$ cat config.mk
export PLATFORM = sky130hd
export DESIGN_NAME = spi_controller
export DESIGN_NICKNAME = d
export VERILOG_FILES = /design/src/rtl/spi_controller_pkg.sv /design/src/rtl/spi_sclk_gen.sv /design/src/rtl/spi_controller.sv
export SDC_FILE = /design/constraint.sdc
export NUM_CORES = 1
export LEC_CHECK = 0
export CORE_UTILIZATION = 30
export CTS_CLUSTER_SIZE = 12
export DETAILED_ROUTE_END_ITERATION = 10
export MAX_ROUTING_LAYER = met4
export PLACE_DENSITY = 0.54
export RECOVER_POWER = 100
export SLEW_MARGIN = 10
export SYNTH_ARGS = -nofsm -noshare
export SYNTH_HDL_FRONTEND = slang
export SYNTH_HIERARCHICAL = 1
export SYNTH_SLANG_ARGS = --single-unit
$ cat constraint.sdc
create_clock -name i_clk -period 6 [get_ports i_clk]
set_input_delay 1.2 -clock i_clk [delete_from_list [all_inputs] [get_ports i_clk]]
set_output_delay 1.2 -clock i_clk [all_outputs]
set_load 0.005 [all_outputs]
$ cat src/rtl/spi_controller_pkg.sv
// spi_controller_pkg: FSM states, config field positions and reset defaults for spi_controller.
package spi_controller_pkg;
  typedef enum logic [1:0] {IDLE, LOW, HIGH} state_e;
  localparam int CFG_WR = 0;
  localparam int CFG_MODE = 1;
  localparam int CFG_RATIO = 3;
  localparam int MIN_RATIO = 2;
  localparam logic [1:0] RST_MODE = 2'd0;
  localparam int RST_RATIO = 2;
  function automatic int half_of(input int ratio);
    return (ratio < MIN_RATIO ? MIN_RATIO : ratio) >> 1;
  endfunction
endpackage

$ cat src/rtl/spi_sclk_gen.sv
// spi_sclk_gen: half-period counter producing the SCLK level, mid/end-of-bit strobes and bit count.
module spi_sclk_gen #(
  parameter int DATA_W = 8,
  parameter int RATIO_W = 8,
  parameter int BIT_W = $clog2(DATA_W)
) (
  input  logic               clk_i,
  input  logic               rst_i,
  input  logic               run_i,
  input  logic               high_i,
  input  logic               start_i,
  input  logic               idle_lvl_i,
  input  logic [RATIO_W-1:0] half_i,
  output logic               sclk_o,
  output logic               mid_o,
  output logic               end_o,
  output logic               last_o,
  output logic [BIT_W-1:0]   bit_o
);
  logic [RATIO_W-1:0] cnt_q, cnt_d;
  logic [BIT_W-1:0] bit_q, bit_d;
  logic sclk_q, sclk_d, tick;
  assign tick = run_i && cnt_q == half_i - 1'b1;
  assign mid_o = tick && !high_i;
  assign end_o = tick && high_i;
  assign last_o = bit_q == BIT_W'(DATA_W - 1);
  assign sclk_o = sclk_q;
  assign bit_o = bit_q;
  // Every bit is LOW then HIGH; only the idle level depends on CPOL.
  always_comb begin
    cnt_d = (!run_i || tick) ? '0 : cnt_q + 1'b1;
    bit_d = !run_i ? '0 : bit_q + BIT_W'(end_o);
    sclk_d = !run_i ? !start_i && idle_lvl_i : mid_o ? 1'b1 : end_o ? last_o && idle_lvl_i : sclk_q;
  end
  always_ff @(posedge clk_i) begin
    if (rst_i) begin
      cnt_q <= '0;
      bit_q <= '0;
      sclk_q <= 1'b0;
    end else begin
      cnt_q <= cnt_d;
      bit_q <= bit_d;
      sclk_q <= sclk_d;
    end
  end
endmodule

$ cat src/rtl/spi_controller.sv
// spi_controller: single-byte SPI master with runtime mode/ratio config.
// Define SPI_LOOPBACK_EN to add i_loopback, which samples o_copi instead of i_cipo.
module spi_controller
  import spi_controller_pkg::*;
#(
  parameter int DATA_W = 8,
  parameter int RATIO_W = 8
) (
  input  logic               i_clk,
  input  logic               i_rst,
  input  logic [RATIO_W+2:0] i_config,
  input  logic [DATA_W-1:0]  i_tx,
  input  logic               i_tx_valid,
  input  logic               i_cipo,
`ifdef SPI_LOOPBACK_EN
  input  logic               i_loopback,
`endif
  output logic               o_ready,
  output logic [DATA_W-1:0]  o_rx,
  output logic               o_rx_valid,
  output logic               o_copi,
  output logic               o_sclk
);
  localparam int BIT_W = $clog2(DATA_W);
  state_e state_q;
  logic [1:0] mode_q;
  logic [RATIO_W-1:0] half_q;
  logic [DATA_W-1:0] tx_q, rx_sh_q, rx_q;
  logic ready_q, valid_q, copi_q;
  logic cfg_wr, idle, start, cpha, sample, mid, endb, last;
  logic [1:0] cfg_mode;
  logic [RATIO_W-1:0] cfg_ratio;
  logic [BIT_W-1:0] bit_idx;
  assign cfg_wr = i_config[CFG_WR];
  assign cfg_mode = i_config[CFG_MODE +: 2];
  assign cfg_ratio = i_config[CFG_RATIO +: RATIO_W];
  assign idle = state_q == IDLE;
  assign start = idle && !cfg_wr && i_tx_valid;
  assign cpha = mode_q[0];
`ifdef SPI_LOOPBACK_EN
  assign sample = i_loopback ? copi_q : i_cipo;
`else
  assign sample = i_cipo;
`endif
  spi_sclk_gen #(.DATA_W(DATA_W), .RATIO_W(RATIO_W)) u_sclk (
    .clk_i(i_clk),
    .rst_i(i_rst),
    .run_i(!idle),
    .high_i(state_q == HIGH),
    .start_i(start),
    .idle_lvl_i(idle && cfg_wr ? cfg_mode[1] : mode_q[1]),
    .half_i(half_q),
    .sclk_o(o_sclk),
    .mid_o(mid),
    .end_o(endb),
    .last_o(last),
    .bit_o(bit_idx)
  );
  // A config write in IDLE takes priority over a start request.
  always_ff @(posedge i_clk) begin
    if (i_rst) begin
      state_q <= IDLE;
      mode_q <= RST_MODE;
      half_q <= RATIO_W'(half_of(RST_RATIO));
      tx_q <= '0;
      rx_sh_q <= '0;
      rx_q <= '0;
      ready_q <= 1'b1;
      valid_q <= 1'b0;
      copi_q <= 1'b0;
    end else begin
      valid_q <= 1'b0;
      case (state_q)
        IDLE:
          if (cfg_wr) begin
            mode_q <= cfg_mode;
            half_q <= RATIO_W'(half_of(int'(cfg_ratio)));
          end else if (i_tx_valid) begin
            tx_q <= i_tx;
            state_q <= LOW;
            ready_q <= 1'b0;
            copi_q <= !cpha && i_tx[DATA_W-1];
          end
        LOW:
          if (mid) begin
            state_q <= HIGH;
            if (cpha) copi_q <= tx_q[BIT_W'(DATA_W - 1) - bit_idx];
          end
        HIGH:
          if (endb) begin
            rx_sh_q <= {rx_sh_q[DATA_W-2:0], sample};
            if (last) begin
              state_q <= IDLE;
              rx_q <= {rx_sh_q[DATA_W-2:0], sample};
              valid_q <= 1'b1;
              ready_q <= 1'b1;
              copi_q <= 1'b0;
            end else begin
              state_q <= LOW;
              if (!cpha) copi_q <= tx_q[BIT_W'(DATA_W - 2) - bit_idx];
            end
          end
        default: state_q <= IDLE;
      endcase
    end
  end
  assign o_ready = ready_q;
  assign o_rx = rx_q;
  assign o_rx_valid = valid_q;
  assign o_copi = copi_q;
endmodule

* Word-level counts from Yosys, hierarchy flattened
Index checks and enable logic that the tools add are counted.
** Operators by class
- Multiply operators :: 0
- Eq/ne operators :: 11
- $add $sub $neg :: 5
- Bitwise logic cells :: 3
- Mux-type cells :: 29
- Reductions and logical operators :: 29
- $lt $le $gt $ge :: 3
- Divide/modulo/power cells :: 0
- Shift-type cells :: 0
** Operator list (count)
- 1-bit 2-to-1 mux :: 19
- 2-bit != test, second input constant :: 5
- 1-bit logical AND :: 9
- 8-bit by 1-bit adder with 8-bit output, second input constant :: 1
- 8-bit == test :: 1
- 3-bit by 4-bit less-than comparator with 1-bit output, second input constant :: 2
- 8-bit by 2-bit less-than comparator with 1-bit output, second input constant :: 1
- 2-bit 2-to-1 mux :: 4
- 8-bit 2-to-1 mux :: 1
- 8-bit by 1-bit subtractor with 8-bit output, second input constant :: 1
- 7-bit AND reduction :: 1
- 1-bit binary-select mux with 3-bit select :: 2
- 2-bit case mux with 3 select lines :: 1
- 3-bit AND reduction :: 2
- 3-bit nonzero test :: 2
- 3-bit subtractor, first input constant :: 2
- 1-bit logical NOT :: 5
- 5-bit AND reduction :: 1
- 2-bit AND reduction :: 2
- 4-bit AND reduction :: 1
- 2-bit OR reduction :: 2
- 3-bit by 1-bit adder with 3-bit output :: 1
- 3-bit == test, second input constant :: 1
- 3-bit != test, second input constant :: 1
- 10 further kinds :: 12
** Storage, ports and cells
- Memory bits (writable) :: 0
- Latch bits :: 0
- Word-level logic and storage cells :: 92
- Bits in registers :: 50
- ROM bits :: 0
- Memories :: 0

* Logic depth before layout (Yosys ltp)
- Word-level depth :: 7
- Mapped depth :: 13

* Modules after synthesis
The synthesis kept the hierarchy.
** By module, submodules not included
- spi_controller :: instances 1, area an instance 1616.6 um2, cells an instance 199, seq. area each 740.7 um2
- spi_sclk_gen :: instances 1, area an instance 773.2 um2, cells an instance 84, seq. area each 240.2 um2

* Least setup slack after synthesis
Ideal clock, no wire load.
- Kind :: reg2reg
- Start point :: register half_q[0]
- End point :: register rx_q[7] (netlist: o_rx[7])
- Clock period less this slack :: 2.713 ns
- Cell stages (with the launch flop) :: 14
- Setup slack :: 3.287 ns
- Data arrival time :: 2.642 ns
- Data required time :: 5.929 ns
- Path through :: dfxtp_1 -> inv_1 -> ha_1 -> nor3b_2 -> xnor2_1 -> a2111oi_2 -> o211a_2 -> nand3_1 -> nor2_1 -> clkbuf_1 -> and3_1 -> clkbuf_1 -> nand2_1 -> a21oi_1
** Between the ends
- Word-level cells in the longest chain between the ends :: 5
** Ends and longest elaborated chain
- from (decl) :: RTL line spi_controller.sv:27 : logic [RATIO_W-1:0] half_q;
- from (signal assigned) :: RTL line spi_controller.sv:64 : half_q <= RATIO_W'(half_of(RST_RATIO));
- from (signal assigned) :: RTL line spi_controller.sv:77 : half_q <= RATIO_W'(half_of(int'(cfg_ratio)));
- 8-bit by 1-bit subtractor with 8-bit output :: RTL line spi_sclk_gen.sv:23 : assign tick = run_i && cnt_q == half_i - 1'b1;
- 8-bit == test :: RTL line spi_sclk_gen.sv:23
- 1-bit logical AND :: RTL line spi_sclk_gen.sv:23
- 1-bit logical AND :: RTL line spi_sclk_gen.sv:25 : assign end_o = tick && high_i;
- named net endb :: RTL line spi_controller.sv:30 : logic cfg_wr, idle, start, cpha, sample, mid, endb, last;
- 3-bit AND reduction (no source line)
- to (signal assigned) :: RTL line spi_controller.sv:94 : rx_q <= {rx_sh_q[DATA_W-2:0], sample};
- to (decl) :: RTL line spi_controller.sv:28 : logic [DATA_W-1:0] tx_q, rx_sh_q, rx_q;
The timed path passes the listed nets, and every way through them passes these cells.
A chain may end at the register's enable or synchronous reset.

* Worst setup path in the final report
- Start point :: register half_q[0]
- End point :: register state_q[0]
** Between the ends
- Word-level cells in the longest chain between the ends :: 6
- Elaborated cells on any way between the ends :: 8
- Those cells by class :: add/sub (1); eq/ne (3); reduce/logical (4)
** Ends and longest elaborated chain
- 8-bit by 1-bit subtractor with 8-bit output :: RTL line spi_sclk_gen.sv:23
- 8-bit == test :: RTL line spi_sclk_gen.sv:23
- 1-bit logical AND :: RTL line spi_sclk_gen.sv:23
- 1-bit logical AND :: RTL line spi_sclk_gen.sv:25
- named net endb :: RTL line spi_controller.sv:30
- 2-bit != test (no source line)
- 4-bit AND reduction (no source line)
- to (signal assigned) :: RTL line spi_controller.sv:62 : state_q <= IDLE;
- to (signal assigned) :: RTL line spi_controller.sv:80 : state_q <= LOW;
- to (signal assigned) :: RTL line spi_controller.sv:86 : state_q <= HIGH;
- to (decl) :: RTL line spi_controller.sv:25 : state_e state_q;
The timed path passes the listed nets, and every way through them passes these cells.

==> qor.yml <==
sta:
  finalCritPeriodShare: 0.612
  hold_viol_final: 0
  final.min_clock_period_ns: 3.67
  slew_viol_final: 41
  slew_headroom: -0.165
  worst_pin_slew_ns: 1.75
  tns_ns: 0
  rsz0062_at_grt: "false"
  setup_viol: 0
  fmax_mhz: 272
  clock_skew_ns: 0.00785
logic_synthesis:
  ys_top_cells_by_count: "nand2_1, dfxtp_1, a21oi_1"
  synth.area.top_cells: "dfxtp_1, nand2_1, a21oi_1, ha_1, xnor2_1"
  synth_nets: 316
  ys_dominant_reg_cell: "dfxtp_1"
  yosysTopAreaCellShare: 0.410
  yosysWarnings: 6
  synthArstFlopShare: 0
  ys_seq_area_frac: 0.410
  ys_types: 48
  netlist_area_um2: 2390
  syn_inst: 283
  syn_avg_cell_area_um2: 8.44
  synth_most_common_cell: "nand2_1"
  synth_edf_count: 0
  yosysTopAreaCell: "dfxtp_1"
  ys_seq_elements: 49
run_status:
  status: "finished, violations left"
  violations: "DRC, capacitance limit, slew limit"
floorplanning:
  die_w_um: 91.3
  start_util: 0.309
  io_pins: 35
  die_area_um2: 8330
  core-area_um2: 7730
  die_h_um: 91.3
  rows: 32
run:
  drv_cap: 1
global_routing:
  antenna_found_initial: 0
  grt_max_degree: 41
  grt_pass1_vias: 1796
  grtUsageTotal: 0.126
  grt_overflow: 0
  grt_pass1_wl_um: 8360
critical_path:
  timing.rr.start: "half_q[0]"
  cp_max_fo: 12
  crit_chain: "inv_1 > ha_1 > nor3b_1 > xnor2_1 > a2111oi_0 > o211a_2 > nand3_1 > nor2_1 > nor2b_1 > a21oi_1 > a21boi_0 > mux2i_1 > nor2_1"
  cp-startpoint: "half_q[0]"
  r2r_slack_ns: 2.33
  worstSetupPathType: "register to register"
  arrival_ns: 3.81
  cp.buffers_inverters: 1
  start_kind: "register"
  cp-end-kind: "register"
  crit_family: "compound AO/OA/AOI/OAI gates"
  critPathRequiredTime_ns: 6.13
  crit_path_top_delay_cell: "nor2_1"
  crit_top_cell: "nor2_1"
  slowest_delay_ns: 0.58
drt:
  drtIter0Drc: 71
  drc_errors: 1
  routed_wirelength_um: 4780
  dr.pass1.iters: 7
  wl_per_cell_um: 11.4
  ant_nets: 0
  viasPerCell: 4.59
  num_vias: 1920
placed_design:
  finalWeightedCongestion: 0.718
  place_hpwl_um: 3580
  portBuffers: 33
  placed_cell_area_um2: 2820
final_layout:
  drive_gt1_frac: 0.0823
  design_area_um2: 2880
  diodes: 0
  fin_nets: 348
  area_growth_syn_to_layout_pct: 20.7
cts:
  ctsHoldBuffers: 0
  clkTransAtPathRegs_ns: 0.09
  cts_buffer_depth: 2
  cts_buffers: 5
  cts_setup_buffers: 0
  htree_num_levels: 2
  cts-root-buf: "clkbuf_8"
  cts_sinks: 49
  clk_latency_ns: 0.30
  cts_tree: "done"
  ctsResizeCount: 0
hold_path:
  min-delay-path-class: "register to register"
  holdCritStartpoint: "o_rx[6]"
pwr:
  p_leak_nw: 1.08
  ir_drop_v: 0.000109
  power_density_nw_per_um2: 281
## stage by stage
step	utilization	instances	setup slack [ns]	hold slack, ns	total power [W]
floorplan	-	283	3.29	0.432	0.000568
global placement	0.365	410	2.54	0.443	0.000637
CTS	0.377	418	2.50	0.462	0.000840
global route	0.373	418	1.86	0.481	0.000868
detailed placement	0.365	410	2.52	0.448	0.000640
finish	0.373	418	2.33	0.456	0.000810
## where the power goes
group | switching, W | internal [W] | leakage, nW
combinational | 0.000128 | 0.000105 | 0.639
clock | 0.000113 | 0.0000828 | 0.0445
sequential | 0.0000284 | 0.000353 | 0.398
## flip-flops by register name, indices dropped and copies added, names as in the netlist
name / count
tx_q: 8
o_rx: 8
state_q: 2
rx_sh_q: 7
u_sclk/sclk_o: 1
mode_q: 2
o_rx_valid: 1
o_copi: 1
u_sclk/cnt_q: 8
o_ready: 1
half_q: 7
u_sclk/bit_o: 3
## worst paths after layout
| check | to | depth (start not counted) |
|---|---|---|
| setup / recovery | state_q[0] | 13 |
| hold / removal | o_rx[6] | 2 |
| setup reg to reg | state_q[0] | 13 |
| hold reg to reg | o_rx[6] | 2 |
## tightest hold or removal path, cell delays in order (launching register included)
cell	delay, ns
dfxtp_1	0.32
nand2_1	0.05
a21oi_1	0.05
## cells in the final DEF (no fill, tap or decap), types with 2 or more instances in the layout
master / instances
and2_0: 2
nand3_1: 13
nor2_2: 6
dfxtp_1: 49
nand2b_1: 3
and3_1: 4
nand2_1: 66
inv_1: 10
mux4_2: 2
a21oi_1: 36
o21bai_1: 2
mux2i_1: 2
nor2_1: 14
nor2b_1: 3
ha_1: 10
mux2_1: 2
nor3_1: 3
o21ai_0: 3
clkbuf_8: 5
clkdlybuf4s50_1: 18
xnor2_1: 11
xor2_1: 8
dlygate4sd3_1: 15
## cell type report
type,count,area [µm²]
clock inverter,3,21.3
tap,102,128
timing repair buffer,34,334
inverter,11,41.3
multi-input combinational,214,1310
sequential,49,981
clock buffer,5,68.8
fill,814,4840
## metal layers
layer	wire, µm	vias up	global-route usage	share of wire
li1	-	1014	-	-
met1	2270	872	0.154	0.47
met2	2260	28	0.208	0.47
met3	195	6	0.0302	0.041
met4	57	0	0.0357	0.012
met5	0	-	-	0
## kinds of logic after synthesis
| logic type | Yosys count | share of synthesized area |
|---|---|---|
| DFF | 49 | 0.410 |
| and+or+nand+nor | 124 | 0.248 |
| AOI/OAI and AO/OA | 52 | 0.134 |
| adders and majority gates | 10 | 0.0524 |
| muxes | 8 | 0.0524 |
| buffers and inverters | 20 | 0.0319 |
| other | 1 | 0.00157 |
| xor gates and xnor gates | 19 | 0.0696 |
Note: power is estimated with default switching activity, not from simulation.
